<file path="src/rtl/adc_pkg.sv">
// Shared constants and types for the ADC frame unpacker.
package adc_pkg;

   localparam int ADC_NUM_CH   = 8;
   localparam int ADC_SAMPLE_W = 16;
   localparam int ADC_FRAME_W  = ADC_NUM_CH * ADC_SAMPLE_W;
   localparam int ADC_CHAN_W   = $clog2(ADC_NUM_CH);

   // Drain FSM: IDLE has nothing to present, DRAIN presents the head frame.
   typedef enum logic {
      IDLE  = 1'b0,
      DRAIN = 1'b1
   } adc_unpack_state_t;

   // Channel index within a frame.
   typedef logic [ADC_CHAN_W-1:0] adc_chan_t;

endpackage

</file>
<file path="src/rtl/adc_frame_buf.sv">
// Two-entry frame FIFO. The head and the entry behind it are both visible
// so the consumer can switch frames without a bubble. When full, a write
// in the same cycle as a pop lands in the slot being freed.
module adc_frame_buf
   import adc_pkg::*;
#(
   parameter int W = ADC_FRAME_W
) (
   input  logic         clk,
   input  logic         rst,
   input  logic         wr_en_i,
   input  logic [W-1:0] wr_data_i,
   input  logic         pop_i,
   output logic [W-1:0] head_data_o,
   output logic [W-1:0] next_data_o,
   output logic [1:0]   count_o,
   output logic         full_o,
   output logic         empty_o
);

   logic [W-1:0] mem_q [2];
   logic         wr_ptr_q, wr_ptr_d;
   logic         rd_ptr_q, rd_ptr_d;
   logic [1:0]   count_q, count_d;

   // Frame storage; contents are don't-care until written, so no reset.
   always_ff @(posedge clk) begin
      if (wr_en_i) begin
         mem_q[wr_ptr_q] <= wr_data_i;
      end
   end

   // Pointer and occupancy next-state; the caller never overfills or underflows.
   always_comb begin
      wr_ptr_d = wr_ptr_q ^ wr_en_i;
      rd_ptr_d = rd_ptr_q ^ pop_i;
      count_d  = count_q + {1'b0, wr_en_i} - {1'b0, pop_i};
   end

   // Pointer and occupancy registers.
   always_ff @(posedge clk or posedge rst) begin
      if (rst) begin
         wr_ptr_q <= 1'b0;
         rd_ptr_q <= 1'b0;
         count_q  <= 2'd0;
      end else begin
         wr_ptr_q <= wr_ptr_d;
         rd_ptr_q <= rd_ptr_d;
         count_q  <= count_d;
      end
   end

   assign head_data_o = mem_q[rd_ptr_q];
   assign next_data_o = mem_q[~rd_ptr_q];
   assign count_o     = count_q;
   assign full_o      = (count_q == 2'd2);
   assign empty_o     = (count_q == 2'd0);

endmodule

</file>
<file path="src/rtl/adc_frame_unpacker.sv">
// Splits 128-bit ADC frames into a valid/ready stream of per-channel samples.
// Channel 0 is the MSB slice of the frame. A two-entry buffer absorbs frames
// while the consumer stalls; frames arriving into a full buffer are dropped
// and flagged on the sticky overflow output.
// Build option: define ADC_UNPACK_TWOS_EN to invert each sample MSB
// (offset-binary to two's complement). Timing is the same either way.
module adc_frame_unpacker
   import adc_pkg::*;
#(
   parameter  int NUM_CH   = ADC_NUM_CH,
   parameter  int SAMPLE_W = ADC_SAMPLE_W,
   localparam int FRAME_W  = NUM_CH * SAMPLE_W,
   localparam int CHAN_W   = $clog2(NUM_CH)
) (
   input  logic                SCLK,
   input  logic                RST,
   input  logic [FRAME_W-1:0]  serial_read,
   input  logic                frame_valid,
   output logic [SAMPLE_W-1:0] sample_data,
   output logic [CHAN_W-1:0]   sample_chan,
   output logic                sample_valid,
   input  logic                sample_ready,
   output logic                sample_last,
   output logic                overflow,
   input  logic                ovf_clr,
   output logic [15:0]         frame_count
);

   localparam logic [CHAN_W-1:0] LAST_CH = CHAN_W'(NUM_CH - 1);

`ifdef ADC_UNPACK_TWOS_EN
   localparam logic [SAMPLE_W-1:0] FMT_MASK = {1'b1, {(SAMPLE_W-1){1'b0}}};
`else
   localparam logic [SAMPLE_W-1:0] FMT_MASK = '0;
`endif

   adc_unpack_state_t   state_q, state_d;
   logic [CHAN_W-1:0]   chan_q, chan_d;
   logic [SAMPLE_W-1:0] data_q, data_d;
   logic                last_q, last_d;
   logic                ovf_q, ovf_d;
   logic [15:0]         fcnt_q, fcnt_d;

   logic                xfer;
   logic                load;
   logic                sel_next;
   logic                sel_in;
   logic                buf_wr;
   logic                buf_pop;
   logic                drop;
   logic [FRAME_W-1:0]  head_frame;
   logic [FRAME_W-1:0]  next_frame;
   logic [FRAME_W-1:0]  src_frame;
   logic [1:0]          buf_count;
   logic                buf_full;
   logic                buf_empty;
   logic [SAMPLE_W-1:0] src_slice [NUM_CH];

   // A transfer of the last channel frees the head slot in the same cycle,
   // so a full buffer can still take a frame then.
   assign xfer    = (state_q == DRAIN) && sample_ready;
   assign buf_pop = xfer && (chan_q == LAST_CH);
   assign buf_wr  = frame_valid && (!buf_full || buf_pop);
   assign drop    = frame_valid && !buf_wr;

   adc_frame_buf #(
      .W (FRAME_W)
   ) u_buf (
      .clk         (SCLK),
      .rst         (RST),
      .wr_en_i     (buf_wr),
      .wr_data_i   (serial_read),
      .pop_i       (buf_pop),
      .head_data_o (head_frame),
      .next_data_o (next_frame),
      .count_o     (buf_count),
      .full_o      (buf_full),
      .empty_o     (buf_empty)
   );

   // Drain FSM: picks the next state, next channel and which frame feeds the output register.
   always_comb begin
      state_d  = state_q;
      chan_d   = chan_q;
      load     = 1'b0;
      sel_next = 1'b0;
      sel_in   = 1'b0;
      unique case (state_q)
         IDLE: begin
            if (!buf_empty) begin
               state_d = DRAIN;
               chan_d  = '0;
               load    = 1'b1;
            end
         end
         DRAIN: begin
            if (xfer) begin
               if (chan_q == LAST_CH) begin
                  chan_d = '0;
                  if (buf_count > 2'd1) begin
                     // Second buffered frame becomes the head with no bubble.
                     sel_next = 1'b1;
                     load     = 1'b1;
                  end else if (buf_wr) begin
                     // Sole frame pops while a new one arrives: present it directly.
                     sel_in = 1'b1;
                     load   = 1'b1;
                  end else begin
                     state_d = IDLE;
                  end
               end else begin
                  chan_d = chan_q + 1'b1;
                  load   = 1'b1;
               end
            end
         end
         default: state_d = IDLE;
      endcase
   end

   assign src_frame = sel_next ? next_frame :
                      sel_in   ? serial_read : head_frame;

   generate
      for (genvar gi = 0; gi < NUM_CH; gi++) begin : g_slice
         assign src_slice[gi] = src_frame[FRAME_W-1-gi*SAMPLE_W -: SAMPLE_W];
      end
   endgenerate

   // Output register next-state: reload on a new channel, otherwise hold.
   always_comb begin
      data_d = data_q;
      last_d = last_q;
      if (load) begin
         data_d = src_slice[chan_d] ^ FMT_MASK;
         last_d = (chan_d == LAST_CH);
      end else if (state_d == IDLE) begin
         last_d = 1'b0;
      end
   end

   // Sticky overflow (a drop beats a clear) and accepted-frame counter.
   always_comb begin
      ovf_d  = drop || (ovf_q && !ovf_clr);
      fcnt_d = fcnt_q + {15'd0, buf_wr};
   end

   // State and output registers.
   always_ff @(posedge SCLK or posedge RST) begin
      if (RST) begin
         state_q <= IDLE;
         chan_q  <= '0;
         data_q  <= '0;
         last_q  <= 1'b0;
         ovf_q   <= 1'b0;
         fcnt_q  <= 16'd0;
      end else begin
         state_q <= state_d;
         chan_q  <= chan_d;
         data_q  <= data_d;
         last_q  <= last_d;
         ovf_q   <= ovf_d;
         fcnt_q  <= fcnt_d;
      end
   end

   assign sample_valid = (state_q == DRAIN);
   assign sample_data  = data_q;
   assign sample_chan  = chan_q;
   assign sample_last  = last_q;
   assign overflow     = ovf_q;
   assign frame_count  = fcnt_q;

endmodule

</file>
<file path="config.mk">
export PLATFORM = sky130hd
export DESIGN_NAME = adc_frame_unpacker
export DESIGN_NICKNAME = d
export VERILOG_FILES = /design/src/rtl/adc_pkg.sv /design/src/rtl/adc_frame_buf.sv /design/src/rtl/adc_frame_unpacker.sv
export SDC_FILE = /design/constraint.sdc
export NUM_CORES = 1
export LEC_CHECK = 0
export ABC_AREA = 1
export BUFFER_PORTS_ARGS = -buffer_cell sky130_fd_sc_hd__buf_2
export CAP_MARGIN = 10
export CORE_ASPECT_RATIO = 1.25
export CORE_MARGIN = 2
export CORE_UTILIZATION = 58
export CTS_CLUSTER_SIZE = 28
export DETAILED_ROUTE_END_ITERATION = 6
export PLACE_DENSITY_LB_ADDON = 0.12
export SLEW_MARGIN = 20
export SYNTH_ARGS = -nofsm -noshare
export SYNTH_HDL_FRONTEND = slang
export SYNTH_HIERARCHICAL = 1
export SYNTH_SLANG_ARGS = --single-unit
</file>
<file path="constraint.sdc">
create_clock -name SCLK -period 6.8 [get_ports SCLK]
set_clock_uncertainty 0.1 [all_clocks]
set_input_delay 0.34 -clock SCLK [delete_from_list [all_inputs] [get_ports SCLK]]
set_output_delay 0.34 -clock SCLK [all_outputs]
set_load 0.05 [all_outputs]
</file>
==> results_dict.tcl <==
set metrics [dict create \
    drt-initial-drc-count 1341 \
    drtAntennaViolNets 0 \
    fp.dieW_um 151 \
    grt_max_degree 274 \
    fill_cells 2050 \
    r2r_setup_slack_ns 2.67 \
    cp-end-kind "register" \
    seqCellArea_um2 8740 \
    path_max_fanout 68 \
    port_buffers 170 \
    drc_errors 0 \
    post_cts_resized 0 \
    max_stage_delay_ns 0.83 \
    insertion_delay_ns 0.56 \
    max_cap_violations 0 \
    worstPathArrival_ns 4.22 \
    clkTransAtPathRegs_ns 0.06 \
    power.leakage_nw 8.33 \
    slew_viol_final 0 \
    grt_pass1_vias 12300 \
    vias 13200 \
    power_density_nw_per_um2 427 \
    hp-class "input pin to register" \
    postSynthAreaPerCell_um2 8.63 \
    netSwitchingPower_mw 3.40 \
    fmax_ghz 0.242 \
    yosys_warnings 6 \
    power.total_mw 7.97 \
    pwr-share-seq 0.340 \
    routabilityCongestion 0.860 \
    layout-drive-gt1-share 0.127 \
    path_cells "ha_1 -> ha_1 -> nand3_2 -> nand2_1 -> nand2_1 -> inv_1 -> ha_4 -> buf_4" \
    postCtsSetupRepairBufs 0 \
    antennaDiodeCount 0 \
    place_hpwl_mm 25.6 \
    layout_worst_path_cycle_share 0.608 \
    comb_power_share 0.446 \
    multiInputGateArea_um2 5520 \
    grt_pass1_wl_mm 64.8 \
    cp.required_ns 6.89 \
    core_um2 26700 \
    clock_sinks 298 \
    worst_setup_path_start_kind "register" \
    grt_antenna_before_repair 0 \
    clockBufferDepth 3 \
    status "finished clean" \
    tightest_slew_ns 1.07 \
    dp_slack_ns 2.64 \
    timing.setup.tns_ns 0 \
    cts_tree "done" \
    grt_usage 0.293 \
    syn2layout_area_growth_pct 19.4 \
    cp_slowest_cell "ha_4" \
    power.internal_mw 4.57 \
    rows 67 \
    ir_worst_vdd_mv 0.380 \
    critPathBufInv 2 \
    netlist_area_um2 15600 \
    syn_inst 1811 \
    p_clk_frac 0.214 \
    pin_count 171 \
    nets 2172 \
    fin_crit_ns 4.13 \
    postCtsHoldBufs 130 \
    htree_levels 1 \
    clock-root-buffer "clkbuf_16" \
    die_area_um2 28300 \
    path_class "register to register" \
    final_hold_viol_count 0 \
    cts_buffers 30 \
    finalSetupViolations 0 \
    rsz0062_at_grt "false" \
    synth_nets 1952 \
    start_util 0.586 \
    viasPerCell 5.49 \
    die_y_um 188 \
    swShare 0.427 \
    layout_setup_ws_ns 2.67 \
    routedWlPerCell_um 17.3 \
    grt_overflow 0 \
    cp_top_family "adder cells" \
    relSlewSlack 0.288 \
    drt_wl_total_mm 41.4 \
    drt_first_pass_iters 5 \
]
-- layer usage --
metal	vias up	global-route usage	share of wire
met4	0	0.0953	0.033
met5	-	0	0
li1	6413	-	-
met2	501	0.495	0.50
met3	74	0.0380	0.069
met1	6178	0.393	0.40
-- area by class of cell --
type	instances	area share
clock buffers	39	0.0448
well taps	345	0.0231
clock inverters	17	0.00999
multi-input cells	1212	0.296
inverters	174	0.0350
repair buffers	315	0.123
flip-flops and latches	298	0.468
-- worst paths after layout --
check	from	end	depth (start not counted)
worst max register to register	sample_chan[0]	u_buf/mem_q[1][74]	8
worst max-delay path	sample_chan[0]	u_buf/mem_q[1][74]	8
worst min-delay path	frame_valid	overflow	3
max in group asynchronous	RST	sample_data[13]	4
worst min register to register	frame_count[15]	frame_count[15]	1
min in group asynchronous	RST	u_buf/rd_ptr_q	3
-- sequential cells by signal (all words and copies together), names as in the netlist --
register,cells
u_buf/rd_ptr_q,1
overflow,1
frame_count,16
sample_last,1
sample_chan,3
u_buf/count_o,2
u_buf/mem_q,256
u_buf/wr_ptr_q,1
sample_data,16
sample_valid,1
-- tightest hold or removal path, delay by kind of cell --
family	cells	cell delay, ns
buffers and inverters	2	0.26
AO/OA/AOI/OAI	1	0.09
-- stage by stage --
step                      utilization  cell area, µm²  hold WS [ns]  std cells
after detailed placement        0.613           16300         0.146       2214
after global routing            0.700           18700        0.0824       2400
after global placement          0.613           16300         0.146       2214
after CTS                       0.700           18700        0.0621       2400
after floorplan                     -           15600       0.00608       1811
final                           0.700           18700        0.0817       2400
-- power groups by stage --
stage / clock (mW) / sequential, mW / combinational [mW]
final: 1.71 / 2.71 / 3.55
after global routing: 1.79 / 2.75 / 3.94
after CTS: 1.73 / 2.70 / 3.53
after detailed placement: 0 / 2.74 / 3.46
after global placement: 0 / 2.72 / 3.40
after floorplan: 0 / 3.01 / 2.42
-- placed cells by master, fill, tap and decap left out, drive strengths merged --
| cell | count |
|---|---|
| a21oi | 128 |
| buf | 185 |
| bufinv | 4 |
| clkbuf | 39 |
| clkinv | 10 |
| clkinvlp | 3 |
| dfrtp | 42 |
| dlygate4sd3 | 130 |
| edfxtp | 256 |
| ha | 8 |
| inv | 174 |
| nand2 | 422 |
| nand3 | 268 |
| nand4 | 2 |
| nor2 | 250 |
| nor3 | 18 |
| o21ai | 81 |
| o21bai | 16 |
| o22ai | 4 |
| xnor2 | 6 |
| xor2 | 9 |
Power figures use the tool's default switching activity.
